**src/rtl/inst_fetch_unit_if.sv**
```systemverilog
// Fetch-stage bus bundle: instruction-memory request/response, decode handshake
// and taken-branch redirect.
interface inst_fetch_unit_if;
  logic        imem_req;
  logic [31:0] imem_addr;
  logic        imem_rvalid;
  logic [31:0] imem_rdata;
  logic [31:0] inst_out;
  logic [31:0] pc_out;
  logic        inst_valid;
  logic        inst_ready;
  logic        br_taken;
  logic [31:0] br_pc;
  logic [31:0] br_imm;

  modport master (
    output imem_req, imem_addr, inst_out, pc_out, inst_valid,
    input  imem_rvalid, imem_rdata, inst_ready, br_taken, br_pc, br_imm
  );

  modport slave (
    input  imem_req, imem_addr, inst_out, pc_out, inst_valid,
    output imem_rvalid, imem_rdata, inst_ready, br_taken, br_pc, br_imm
  );
endinterface

```
**src/rtl/inst_fetch_unit.sv**
```systemverilog
// Instruction fetch stage: one outstanding imem request at a time, holds the
// fetched word for decode, and redirects on taken branches with stale-fetch squash.
module inst_fetch_unit #(
  parameter logic [31:0] RESET_PC = 32'h0000_0000
) (
  input logic               clk,
  input logic               rst_n,
  inst_fetch_unit_if.master bus
);

  localparam logic [1:0] IDLE = 2'd0;
  localparam logic [1:0] REQ  = 2'd1;
  localparam logic [1:0] WAIT = 2'd2;
  localparam logic [1:0] HOLD = 2'd3;

  logic [1:0]  state_q, state_d;
  logic [31:0] pc_q, pc_d;
  logic [31:0] inst_q, inst_d;
  logic [31:0] pcout_q, pcout_d;
  logic        squash_q, squash_d;
  logic [31:0] target_sum;
  logic [31:0] target;

  // br_imm counts halfwords; low two bits of the target are forced to zero.
  assign target_sum = bus.br_pc + (bus.br_imm << 1);
  assign target     = target_sum & 32'hFFFF_FFFC;

  always_comb begin
    state_d  = state_q;
    pc_d     = pc_q;
    inst_d   = inst_q;
    pcout_d  = pcout_q;
    squash_d = squash_q;
    case (state_q)
      IDLE: begin
        state_d = REQ;
        if (bus.br_taken) pc_d = target;
      end
      REQ: begin
        state_d = WAIT;
        if (bus.br_taken) begin
          pc_d     = target;
          squash_d = 1'b1;
        end
      end
      WAIT: begin
        if (bus.br_taken) begin
          pc_d = target;
          if (bus.imem_rvalid) begin
            // The response arriving now is the one we were waiting on; drop it.
            squash_d = 1'b0;
            state_d  = REQ;
          end else begin
            squash_d = 1'b1;
          end
        end else if (bus.imem_rvalid) begin
          if (squash_q) begin
            squash_d = 1'b0;
            state_d  = REQ;
          end else begin
            inst_d  = bus.imem_rdata;
            pcout_d = pc_q;
            pc_d    = pc_q + 32'd4;
            state_d = HOLD;
          end
        end
      end
      HOLD: begin
        if (bus.br_taken) begin
          pc_d    = target;
          state_d = REQ;
        end else if (bus.inst_ready) begin
          state_d = REQ;
        end
      end
      default: state_d = IDLE;
    endcase
  end

  always_ff @(posedge clk or negedge rst_n) begin
    if (!rst_n) begin
      state_q  <= IDLE;
      pc_q     <= RESET_PC;
      inst_q   <= 32'h0;
      pcout_q  <= 32'h0;
      squash_q <= 1'b0;
    end else begin
      state_q  <= state_d;
      pc_q     <= pc_d;
      inst_q   <= inst_d;
      pcout_q  <= pcout_d;
      squash_q <= squash_d;
    end
  end

  assign bus.imem_req   = (state_q == REQ);
  assign bus.imem_addr  = pc_q;
  assign bus.inst_out   = inst_q;
  assign bus.pc_out     = pcout_q;
  // A redirect in HOLD must block the transfer in the same cycle.
  assign bus.inst_valid = (state_q == HOLD) & ~bus.br_taken;

endmodule
```
**src/flat_wrapper.sv**
```systemverilog
// flat-port wrapper written by rule: the top's interface ports become plain ports
module inst_fetch_unit_flat 
#(
  parameter logic [31:0] RESET_PC = 32'h0000_0000
)
  (clk, rst_n, bus_imem_req, bus_imem_addr, bus_inst_out, bus_pc_out, bus_inst_valid, bus_imem_rvalid, bus_imem_rdata, bus_inst_ready, bus_br_taken, bus_br_pc, bus_br_imm);
  inst_fetch_unit_if bus_i ();
  input logic clk;
  input logic rst_n;
  output wire logic [$bits(bus_i.imem_req)-1:0] bus_imem_req;
  output wire logic [$bits(bus_i.imem_addr)-1:0] bus_imem_addr;
  output wire logic [$bits(bus_i.inst_out)-1:0] bus_inst_out;
  output wire logic [$bits(bus_i.pc_out)-1:0] bus_pc_out;
  output wire logic [$bits(bus_i.inst_valid)-1:0] bus_inst_valid;
  input wire logic [$bits(bus_i.imem_rvalid)-1:0] bus_imem_rvalid;
  input wire logic [$bits(bus_i.imem_rdata)-1:0] bus_imem_rdata;
  input wire logic [$bits(bus_i.inst_ready)-1:0] bus_inst_ready;
  input wire logic [$bits(bus_i.br_taken)-1:0] bus_br_taken;
  input wire logic [$bits(bus_i.br_pc)-1:0] bus_br_pc;
  input wire logic [$bits(bus_i.br_imm)-1:0] bus_br_imm;
  assign bus_imem_req = bus_i.imem_req;
  assign bus_imem_addr = bus_i.imem_addr;
  assign bus_inst_out = bus_i.inst_out;
  assign bus_pc_out = bus_i.pc_out;
  assign bus_inst_valid = bus_i.inst_valid;
  assign bus_i.imem_rvalid = bus_imem_rvalid;
  assign bus_i.imem_rdata = bus_imem_rdata;
  assign bus_i.inst_ready = bus_inst_ready;
  assign bus_i.br_taken = bus_br_taken;
  assign bus_i.br_pc = bus_br_pc;
  assign bus_i.br_imm = bus_br_imm;
  inst_fetch_unit #(.RESET_PC(RESET_PC)) u_core (.clk(clk), .rst_n(rst_n), .bus(bus_i));
endmodule
```
**config.mk**
```make
export PLATFORM = sky130hd
export DESIGN_NAME = inst_fetch_unit_flat
export DESIGN_NICKNAME = d
export VERILOG_FILES = /design/src/rtl/inst_fetch_unit_if.sv /design/src/rtl/inst_fetch_unit.sv /design/src/flat_wrapper.sv
export SDC_FILE = /design/constraint.sdc
export NUM_CORES = 1
export LEC_CHECK = 0
export ABC_AREA = 0
export BUFFER_PORTS_ARGS = -buffer_cell sky130_fd_sc_hd__buf_2
export CAP_MARGIN = 20
export CORE_MARGIN = 2
export CORE_UTILIZATION = 50
export CTS_BUF_LIST = sky130_fd_sc_hd__clkbuf_8
export CTS_CLUSTER_DIAMETER = 100
export DETAILED_ROUTE_END_ITERATION = 12
export PLACE_DENSITY_LB_ADDON = 0.2
export SYNTH_ARGS = -nofsm -noshare
export SYNTH_HDL_FRONTEND = slang
export SYNTH_SLANG_ARGS = --single-unit
export TNS_END_PERCENT = 20
```
**constraint.sdc**
```tcl
create_clock -name clk -period 2.6 [get_ports clk]
set_clock_uncertainty 0.15 [all_clocks]
set_input_delay 0.13 -clock clk [delete_from_list [all_inputs] [get_ports clk]]
set_output_delay 0.13 -clock clk [all_outputs]
set_load 0.02 [all_outputs]
```
Yosys cells after proc, flatten, opt, wreduce, memory -nomap -nowiden:

Index checks and enable logic that the tools add are counted.

* add/subtract/negate cells: 2
* equal/unequal tests: 9
* muxes and demuxes: 17
* bitwise logic cells: 3
* reductions and logical operators: 7

Operator list (count)
* $mux W32: 4
* $pmux W32 S2: 1
* $add A32 B3 Y32 const B: 1
* $add A32 B32 Y32: 1
* $mux W2: 6
* $ne A3 B3 Y1 const B: 3
* $pmux W2 S4: 1
* $reduce_and A3 Y1: 2
* $eq A2 B2 Y1 const B: 2
* $mux W1: 4
* $ne A2 B1 Y1 const B: 2
* $reduce_and A4 Y1: 1
* $reduce_or A3 Y1: 1
* $eq A2 B1 Y1 const B: 1
* $logic_not A2 Y1: 1
* $ne A2 B2 Y1 const B: 1
* $not A1 Y1: 2
* $pmux W1 S2: 1
* $reduce_and A2 Y1: 1
* $reduce_bool A2 Y1: 1
* $and A1 B1 Y1: 1

* register bits after elaboration: 99
* bits of input ports: 101
* output and inout bits: 98
* word-level logic and storage cells: 43

Logic depth before layout (Yosys ltp):

* depth after elaboration: 5
* gate-level depth with buffers: 10
* mapped depth without buffers: 10

Worst setup path before layout:

Ideal clock, no wire load.

* path type: register -> register
* start point: reg u_core.pc_q[7] (netlist: u_core.bus.imem_addr[7])
* end point: reg u_core.pc_q[25] (netlist: u_core.bus.imem_addr[25])
* library setup time: 0.127 ns
* arrival time: 2.265 ns
* path slack: 0.058 ns
* cell stages (with the launch flop): 10
* path buffers: 2
* period minus slack after synthesis: 2.542 ns
* cell sequence: dfrtp_1 buf_2 and4_4 nand3_2 or4_4 buf_6 nor4_2 xnor2_1 o21ai_0 or2_2

* cells in the longest elaborated chain, start to end: 5

RTL lines
* start: declaration: line inst_fetch_unit.sv:17 `logic [31:0] pc_q, pc_d;`
* start signal: assignment: line inst_fetch_unit.sv:89 `pc_q <= pc_d;`
* $add A32 B3 Y32: line inst_fetch_unit.sv:63 `pc_d = pc_q + 32'd4;`
* $mux W32: line inst_fetch_unit.sv:57 `if (squash_q) begin`
* $mux W32: line inst_fetch_unit.sv:56 `end else if (bus.imem_rvalid) begin`
* $mux W32: line inst_fetch_unit.sv:47 `if (bus.br_taken) begin`
* $pmux W32 S2: line inst_fetch_unit.sv:34 `case (state_q)`

No other way between the ends. The select of a mux whose other input is x is not followed.
A chain may end at the register's enable or synchronous reset.

Final worst setup path:

* start point: reg u_core.pc_q[10] (netlist: u_core.bus.imem_addr[10])
* end point: reg u_core.pc_q[31] (netlist: u_core.bus.imem_addr[31])

The elaborated chain is that of the path after synthesis.

==> metrics.yaml <==
io_pins: 199
path_class: "register to register"
wl_um: 16210
fp.dieW_um: 111.5
antenna_found_initial: 0
grt_overflow_total: 0
crit_path_top_delay_cell: "or4_4"
ir_worst_vdd_v: 0.0004562
p_total_mw: 5.668
syn_area_sq_um: 5776
diodes: 0
worst_slew_pin_slew_ns: 0.5723
async_reset_ff_frac: 1.000
hold_violations: 0
muxShareOfSynthArea: 0.008666
use_met1: 0.3647
use_met3: 0.04137
worstSetupStartpoint: "u_core.bus.imem_addr[10]$_DFFE_PN0P_"
final_antenna_net_count: 0
hold_slack_ns: 0.03105
min_path_type: "input port to register"
numClockSinks: 95
synth_area_leader_cell: "dfrtp_1"
syn_avg_cell_area_sq_um: 8.204
design_area_sq_um: 7621
postCtsSetupRepairBufs: 0
cap_violations: 0
vias_per_cell: 5.405
crit_arrival_ns: 2.52
synth_cell_types: 59
drt_iter0_drc: 491
slew_headroom: 0.6152
synth_commonest_cells: "nand2_1 (220), dfrtp_1 (95), a21oi_1 (64)"
nNetsFinal: 1084
wl_per_cell_um: 14.80
fp.dieH_um: 111.5
critPathCaptureType: "register"
yosysSeqAreaShare: 0.4116
cts-resized-gates: 0
synth_top_family_by_area: "simple AND/OR/NAND/NOR gates"
synth_ff_type: "dfrtp_1"
power_leakage_nw: 4.041
ys_seq_elements: 95
outcome: "finished, final reports clean"
cpPeakStageDelay_ns: 0.61
place_congestion: 0.8718
root_buffer: "clkbuf_8"
synth_xor_area_frac: 0.04549
busiest_layer: "met2"
fin_setup_tns_ns: 0
path_max_fanout: 7
initial_utilization: 0.5102
core_sq_um: 11320
area_growth_pct: 31.95
synth_top_area_frac: 0.4116
fin_crit_ns: 2.434
grt_pass1_vias: 5609
grt_start_max_net_pins: 54
first_pass_iters: 5
reg2reg_from: "u_core.bus.imem_addr[10]$_DFFE_PN0P_"
post-route-period-util: 0.9361
track_usage: 0.2646
drcViolationCount: 0
synth_cells: 704
required_ns: 2.69
cts_tree: "built"
layout-drive-gt1-share: 0.2710
die_area_sq_um: 12430
post-dp-hpwl_um: 12130
portBuffers: 192
synthAdderAreaFrac: 0.07712
rsz0062_at_grt: "false"
ys_top_cells_by_area: "dfrtp_1 (41%), nand2_1 (14%), ha_1 (7.4%)"
grt_pass1_wl_um: 27190
h-tree-depth: 3
startpoint_type: "register"
final-max-slew-violation-count: 0
powerDensity_nw_per_um2: 743.8
clock_latency_ns: 0.36
yosys_warnings: 0
use_met2: 0.4358
clockBufferDepth: 2
worstPathCellList: "and4_4 -> nand3_2 -> or4_4 -> nor2_4 -> nand4_1 -> xor2_1 -> o221ai_1 -> a21o_1"
yosys.area_share.simple: 0.2450
synth.most_common_cell: "nand2_1"
synth_edf_count: 0
finalSetupViolCount: 0
worstHoldStart: "bus_inst_ready"
rows: 39
cts_buffers: 9
post_dp_cell_area_sq_um: 7064
max_freq_ghz: 0.4109
path_clk_slew_ns: 0.10
vias: 5919
synth_compound_area_frac: 0.1735
## per-layer routing
metal	vias to the layer above	part of all wire	wire length [um]
met1	2718	0.46	7376
met5	-	0	0
met4	0	0.016	252
met3	25	0.070	1133
met2	274	0.46	7447
li1	2902	-	-
## area by class of cell
type / count / area, sq um
sequential: 95 / 2377
multi-input combinational: 560 / 3194
timing repair buffer: 262 / 1589
fill: 967 / 3700
tap: 143 / 178.9
clock inverter: 4 / 55.05
clock buffer: 11 / 151.4
inverter: 20 / 75.07
## kinds of logic after synthesis
logic type,count (synthesis)
AOI/OAI and AO/OA,161
xor gates and xnor gates,30
adders and majority gates,35
buffers and inverters,52
DFF,95
muxes,5
other,1
and+or+nand+nor,325
## worst paths after layout
path	endpoint	slack [ns]	cells past startpoint
worst max-delay path	u_core.bus.imem_addr[31]$_DFFE_PN0P_	0.17	8
worst min-delay path	u_core.state_q[1]$_DFFE_PN0P_	0.03	5
worst max register to register	u_core.bus.imem_addr[31]$_DFFE_PN0P_	0.17	8
worst min register to register	u_core.bus.pc_out[5]$_DFFE_PN0P_	0.33	2
max in group asynchronous	u_core.bus.pc_out[24]$_DFFE_PN0P_	1.44	3
min in group asynchronous	u_core.bus.pc_out[4]$_DFFE_PN0P_	0.16	2
## what timing repair did
action	CTS	global route
setup endpoints to repair	0	0
hold buffers	35	0
endpoints found under the hold margin	76	0
## per-stage QoR
step                      instances    util  setup slack [ns]
after floorplan                 707       -           0.05769
after global placement         1045  0.6240          -0.01862
after detailed placement       1045  0.6240          -0.06967
after CTS                      1095  0.6732            0.1869
after global routing           1095  0.6732           0.01851
final                          1095  0.6732            0.1661
## registers in the layout (all words and copies together) (netlist names)
name,flops
u_core.state_q,2
u_core.bus.pc_out,30
u_core.bus.inst_out,32
u_core.squash_q,1
u_core.bus.imem_addr,30
## placed cells by master (no fill, tap or decap), drive strengths merged, types with 3 or more instances in the layout
| cell | Yosys | routed |
|---|---|---|
| o22ai | 9 | 9 |
| dfrtp | 95 | 95 |
| xor2 | 11 | 11 |
| nand4 | 8 | 8 |
| a21oi | 65 | 65 |
| nand2b | 8 | 8 |
| a221oi | 4 | 4 |
| nand3 | 23 | 23 |
| a211oi | 4 | 4 |
| dlygate4sd3 | 0 | 35 |
| a21o | 14 | 14 |
| xnor2 | 19 | 19 |
| ha | 34 | 34 |
| nor2 | 26 | 26 |
| clkbuf | 24 | 11 |
| nand2 | 220 | 220 |
| mux2i | 5 | 5 |
| and4 | 4 | 4 |
| o21ai | 34 | 34 |
| buf | 8 | 227 |
| nor4 | 4 | 4 |
| o31ai | 3 | 3 |
| conb | 1 | 4 |
| a31oi | 7 | 7 |
| or4 | 4 | 4 |
| nor2b | 6 | 6 |
| inv | 20 | 20 |
| nor3 | 12 | 12 |
| or3 | 4 | 4 |
| o21a | 3 | 3 |
## worst max-delay path: cells and delay by family, from the launching register on
family / cells / cell delay [ns]
DFF: 1 / 0.41
xor gates and xnor gates: 1 / 0.17
and+or+nand+nor: 5 / 1.27
AOI/OAI and AO/OA: 2 / 0.30
## report_power, final
| group | total [mW] | internal, mW | switching, mW | leakage [nW] |
|---|---|---|---|---|
| clock network | 1.00 | 0.495 | 0.504 | 0.102 |
| logic | 2.42 | 0.902 | 1.51 | 2.73 |
| registers | 2.25 | 1.91 | 0.342 | 1.21 |
Power figures use the tool's default switching activity.
